**src/rtl/dac_sample_sched.sv**
```systemverilog
`default_nettype none
// ============================================================================
// Module   : dac_sample_sched
// Purpose  : Sample-rate scheduler sharing one spi2dac serializer between two
//            sample requesters. Generates the DAC sample tick internally; on
//            each tick grants one pending requester, latches its word, pulses
//            dac_load, then holds off for XFER_CYCLES while the serial
//            transfer completes.
// Revision : 1.0 - initial release
// ----------------------------------------------------------------------------
// Parameters
//   DATA_W      : sample width (matches spi2dac data_in)
//   TICK_DIV    : sysclk cycles per sample tick (>= 2)
//   XFER_CYCLES : cycles spent in BUSY after a load (>= 1, < TICK_DIV)
// Ports
//   sysclk      in  : system clock
//   rst_n       in  : synchronous active-low reset
//   req0/data0  in  : requester 0 pending flag / sample
//   req1/data1  in  : requester 1 pending flag / sample
//   ack0/ack1   out : one-cycle pulse, that requester's sample was taken
//   dac_data    out : word to spi2dac data_in, held between loads
//   dac_load    out : one-cycle load strobe to spi2dac
//   dac_chan    out : channel granted for the current dac_data
//   busy        out : high while in LOAD or BUSY
//   tick_miss   out : sticky, a tick arrived while not IDLE
// Configuration
//   DAC_SCHED_RR_EN defined   : round-robin arbitration between requesters
//   DAC_SCHED_RR_EN undefined : fixed priority, channel 0 wins
// ============================================================================
module dac_sample_sched #(
  parameter int DATA_W      = 10,
  parameter int TICK_DIV    = 5000,
  parameter int XFER_CYCLES = 1000
) (
  input  logic              sysclk,
  input  logic              rst_n,
  input  logic              req0,
  input  logic [DATA_W-1:0] data0,
  input  logic              req1,
  input  logic [DATA_W-1:0] data1,
  output logic              ack0,
  output logic              ack1,
  output logic [DATA_W-1:0] dac_data,
  output logic              dac_load,
  output logic              dac_chan,
  output logic              busy,
  output logic              tick_miss
);

  localparam int CNT_W  = (TICK_DIV > 1) ? $clog2(TICK_DIV) : 1;
  localparam int XFER_W = (XFER_CYCLES > 1) ? $clog2(XFER_CYCLES) : 1;

  localparam logic [CNT_W-1:0]  TICK_LAST = CNT_W'(TICK_DIV - 1);
  localparam logic [XFER_W-1:0] XFER_LAST = XFER_W'(XFER_CYCLES - 1);

  typedef enum logic [1:0] {
    ST_IDLE = 2'd0,
    ST_LOAD = 2'd1,
    ST_BUSY = 2'd2
  } state_t;

  state_t             state;
  state_t             next_state;
  logic [CNT_W-1:0]   tick_cnt;
  logic [XFER_W-1:0]  xfer_cnt;
  logic               tick;
  logic               any_req;
  logic               win_chan;
  logic               grant;

  // --------------------------------------------------------------------------
  // Free-running sample tick counter; runs in every state so the sample
  // rate never drifts with transfer activity.
  // --------------------------------------------------------------------------
  assign tick = (tick_cnt == TICK_LAST);

  always_ff @(posedge sysclk) begin
    if (!rst_n) begin
      tick_cnt <= '0;
    end else if (tick) begin
      tick_cnt <= '0;
    end else begin
      tick_cnt <= tick_cnt + CNT_W'(1);
    end
  end

  // --------------------------------------------------------------------------
  // Arbitration. Requests are only looked at in the tick cycle, so a request
  // rising between ticks simply waits for the next one.
  // --------------------------------------------------------------------------
  assign any_req = req0 | req1;

`ifdef DAC_SCHED_RR_EN
  logic last_grant;

  // With both requesting, the channel not granted last wins. Reset value 1
  // makes channel 0 the first winner.
  assign win_chan = (req0 & req1) ? ~last_grant : ~req0;

  always_ff @(posedge sysclk) begin
    if (!rst_n) begin
      last_grant <= 1'b1;
    end else if (state == ST_LOAD) begin
      last_grant <= dac_chan;
    end
  end
`else
  // Fixed priority: channel 1 only wins when channel 0 is idle.
  assign win_chan = ~req0;
`endif

  assign grant = (state == ST_IDLE) && tick && any_req;

  // --------------------------------------------------------------------------
  // State register and datapath registers
  // --------------------------------------------------------------------------
  always_ff @(posedge sysclk) begin
    if (!rst_n) begin
      state     <= ST_IDLE;
      dac_data  <= '0;
      dac_chan  <= 1'b0;
      xfer_cnt  <= '0;
      tick_miss <= 1'b0;
    end else begin
      state <= next_state;

      // Output word and channel only change on entry to LOAD.
      if (grant) begin
        dac_data <= win_chan ? data1 : data0;
        dac_chan <= win_chan;
      end

      if (state == ST_LOAD) begin
        xfer_cnt <= XFER_LAST;
      end else if ((state == ST_BUSY) && (xfer_cnt != '0)) begin
        xfer_cnt <= xfer_cnt - XFER_W'(1);
      end

      // A tick outside IDLE is dropped; remember that it happened.
      if (tick && (state != ST_IDLE)) begin
        tick_miss <= 1'b1;
      end
    end
  end

  // --------------------------------------------------------------------------
  // Next-state and output decode
  // --------------------------------------------------------------------------
  always_comb begin
    next_state = state;
    dac_load   = 1'b0;
    ack0       = 1'b0;
    ack1       = 1'b0;
    busy       = 1'b0;

    case (state)
      ST_IDLE: begin
        // A tick with no request is consumed without a load.
        if (tick && any_req) begin
          next_state = ST_LOAD;
        end
      end
      ST_LOAD: begin
        dac_load   = 1'b1;
        ack0       = ~dac_chan;
        ack1       = dac_chan;
        busy       = 1'b1;
        next_state = ST_BUSY;
      end
      ST_BUSY: begin
        busy = 1'b1;
        if (xfer_cnt == '0) begin
          next_state = ST_IDLE;
        end
      end
      default: begin
        next_state = ST_IDLE;
      end
    endcase
  end

endmodule
`default_nettype wire
```
**config.mk**
```make
export PLATFORM = sky130hd
export DESIGN_NAME = dac_sample_sched
export DESIGN_NICKNAME = d
export VERILOG_FILES = /design/src/rtl/dac_sample_sched.sv
export SDC_FILE = /design/constraint.sdc
export NUM_CORES = 1
export LEC_CHECK = 0
export BUFFER_PORTS_ARGS = -buffer_cell sky130_fd_sc_hd__buf_4
export CAP_MARGIN = 20
export CORE_UTILIZATION = 40
export CTS_CLUSTER_SIZE = 8
export DETAILED_ROUTE_END_ITERATION = 10
export PLACE_DENSITY = 0.67
export SYNTH_ARGS = -nofsm -noshare
export SYNTH_HDL_FRONTEND = slang
export SYNTH_SLANG_ARGS = --single-unit
```
**constraint.sdc**
```tcl
create_clock -name sysclk -period 2 [get_ports sysclk]
set_input_delay 0.1 -clock sysclk [delete_from_list [all_inputs] [get_ports sysclk]]
set_output_delay 0.1 -clock sysclk [all_outputs]
set_load 0.02 [all_outputs]
```
==> results.md <==
* Layout cells sized above 1 at 0.274
* Outcome: complete, no violations
* Worst hold path endpoint: dac_data[6]
* Worst path top cell family by delay: compound AO/OA/AOI/OAI gates
* Total power at ~1.5 mW
* FMAX at between 0.5 and 0.6 GHz
* Reg-to-reg endpoint: state[1]
* Root Driver: clkbuf_8
* Vias in the first global route at approximately 1.5k
* Most used DFF post-synth: dfxtp_1
* Initial DRC count at 73
* Crit end category: flop
* Post-synthesis average cell area at about 9.7 µm²
* Critical-path cell list: inv_1 -> ha_1 -> or4b_4 -> o31ai_4 -> a21oi_1 -> a41o_1
* Max_cap viols at 0
* Die Wd at 70.8 µm
* Synthesized area at about 0.0019 mm²
* IO Count at 40
* EDFF count, synth at 0
* Vias per cell at about 5.4
* FFs w/ async S/R, synth at 0
* H-Tree Depth at 2
* 1st-pass router iterations at 4
* Cell taking the most area after synthesis: dfxtp_1
* Diodes inserted at 0
* Hold path cells at 4
* # DRC at 0
* Worst-path clk slew at about 0.070 ns
* Slew @ Worst Pin at ~0.48 ns
* Final setup TNS at 0 ns
* Register area at 741 µm²
* Initial core utilization at 0.426
* Crit path DAT at approximately 2.1 ns
* Final Cycle Share at 0.951
* Cell variety after synth at between 40 and 50
* Crit path buf inv count at 1
* Fillers at ~430
* CTS Sinks at 37
* Antenna violations before repair at 0
* Syn Inst Count at approximately 200
* Final HPWL DP at about 2700 µm
* Synth area leaders: dfxtp_1 (39%), mux2i_1 (5.8%), o211a_1 (5.8%), xnor2_1 (4.6%), nand4_1 (4.0%)
* Relative slew slack at 0.680
* Clock Path Buffers at 2
* Setup violators final at 0
* Cell Rows at 24
* Startpoint Class: flop
* Skew-Pair Late Insertion Delay at roughly 0.28 ns
* Met3 routed WL at around 160 µm
* Num CTS Buffers at 5
* CORE AREA at 0.00444 mm²
* Critical Path RT at approximately 2.2 ns
* Pre-CTS setup slack at around 0.036 ns
* RR Startpoint: xfer_cnt[1]
* Post-route ant nets at 0
* Multi-input logic area at ~0.0011 mm²
* Die area at ~0.0050 mm²
* Syn-to-layout area delta at 25.4%
* Worst hold start: data1[6]
* Synth warn at 0
* Reg2reg setup slack at 0.1 ns
* Slew Limit Fails at 0
* Leakage at 1.10 nW
* DR WL met2 at between 1500 and 2000 µm
* Synth Register Bits at 37
* Gr usage total at 0.164
* GRT Residual Overflow at 0
* Power Dens Cells at around 630 mW/mm²
* Via count at approximately 1.6k
* Clk_skew at between 0.008 and 0.009 ns
* Top cell type's share of synthesized area at 0.392
* Max incr delay on CP at around 0.52 ns
* Wire length on met1 at ~1800 µm
* Seq/Total Area, Yosys at 0.392
* Pin count of the biggest net entering global routing at 27
* Min Tclk post-route at 1.90 ns
* DR top layer: met4
* WL/cell at roughly 13 µm
* First-pass GRT wire length at about 6700 µm
* Crit-path slowest cell: or4b_4
* Gp weighted congestion at between 0.7 and 0.8
* Final Hold Viols at 0
* IO Port Bufs at 39
* Maximum vdd ir drop at between 0.3 and 0.4 mV
* CTS tree: built
* Worst R2R Path Depth at 6
* Hold Path Class: in2reg
* Total Nets Final at between 200 and 300
* Drt total wl at ~3700 µm
* Chip height at ~70 µm
* Syn Nets at between 200 and 250
* WS Path Type: reg2reg
* Worst setup margin at between 0.09 and 0.1 ns
* CP Max Fanout at 6
* RSZ-0062 raised after global routing: yes
[report_power, final]
part           internal (mW)  switching [mW]
clock network          0.405           0.266
logic                 0.0456          0.0357
registers              0.741         0.00414
[synthesized netlist by cell type, types with 2 or more instances]
master / number
nand3_1: 5
o211a_1: 11
nand2b_1: 3
nor4b_1: 2
dfxtp_1: 37
xnor2_1: 10
inv_1: 7
nor4_1: 4
mux2i_1: 11
nor3_1: 4
o31ai_1: 2
ha_1: 5
nand2_1: 5
clkbuf_1: 7
nand4_1: 12
o31a_1: 4
nor2b_1: 4
or3_1: 2
and2_1: 2
nor2_1: 19
o21a_1: 7
xor2_1: 6
buf_2: 3
[worst max path at each step]
stage,startpoint,end,slack [ns],cells after the start
floorplan,state[0],xfer_cnt[9],0.07,5
global placement,xfer_cnt[0],state[1],0.09,6
detailed placement,xfer_cnt[0],xfer_cnt[8],0.04,6
CTS,xfer_cnt[0],xfer_cnt[8],0.03,6
global route,xfer_cnt[1],state[0],-0.003,6
finish,xfer_cnt[1],state[1],0.1,6
[what timing repair did]
action | 4_1_cts | 5_1_grt
setup endpoints to repair | 0 | 6
gates resized for setup | 0 | 2
hold buffers | 0 | 0
setup buffers | 0 | 1
[layout by cell type (no fill, tap or decap), drive strengths merged, types with 2 or more instances in the layout]
| master | count |
|---|---|
| nand2b | 3 |
| buf | 47 |
| mux2i | 11 |
| o31ai | 3 |
| nor2b | 4 |
| clkbuf | 6 |
| nand3 | 5 |
| or2 | 2 |
| or4 | 2 |
| nor4b | 2 |
| nor4 | 5 |
| ha | 5 |
| nand2 | 5 |
| or4b | 2 |
| o21a | 7 |
| inv | 7 |
| o31a | 4 |
| nor3 | 4 |
| nand4 | 12 |
| nor2 | 19 |
| and2 | 2 |
| xor2 | 6 |
| dfxtp | 37 |
| xnor2 | 10 |
| o211a | 11 |
| or3 | 2 |
[tightest hold or removal path: stages]
cell and delay [ns]:
buf_4 0.08, mux2i_1 0.05, nand4_1 0.08, o211a_1 0.13
[flip-flops by register name, indices dropped and copies added, names as in the netlist]
register / flops
dac_chan: 1
dac_data: 10
state: 2
tick_cnt: 13
tick_miss: 1
xfer_cnt: 10
[through the flow]
stage / std cells / cell area [µm²] / utilization / hold slack [ns]
finish: 289 / 2370 / 0.534 / 0.194
global route: 289 / 2370 / 0.534 / 0.193
CTS: 288 / 2360 / 0.531 / 0.189
detailed placement: 280 / 2240 / 0.504 / 0.445
global placement: 280 / 2240 / 0.504 / 0.435
floorplan: 195 / 1890 / - / 0.378
[routing by layer]
metal  global-route usage  up-vias
met1                0.215      737
met4               0.0489        0
met3               0.0399        2
li1                     -      794
met5                    0        -
met2                0.267       38
[cell type report]
class,instances,area share
repair buffers,47,0.149
clock inverters,2,0.0158
multi-input cells,138,0.450
inverters,7,0.0111
clock buffers,6,0.0348
well taps,52,0.0274
flip-flops and latches,37,0.312
[kinds of logic after synthesis]
family          Yosys count  share of synthesized area
simple gates             73                      0.230
fa+ha+maj                 5                     0.0331
buf+inv                  20                     0.0476
mux                      11                     0.0582
compound gates           33                      0.165
xor+xnor                 16                     0.0741
flops                    37                      0.392
Note: power is estimated with default switching activity, not from simulation.
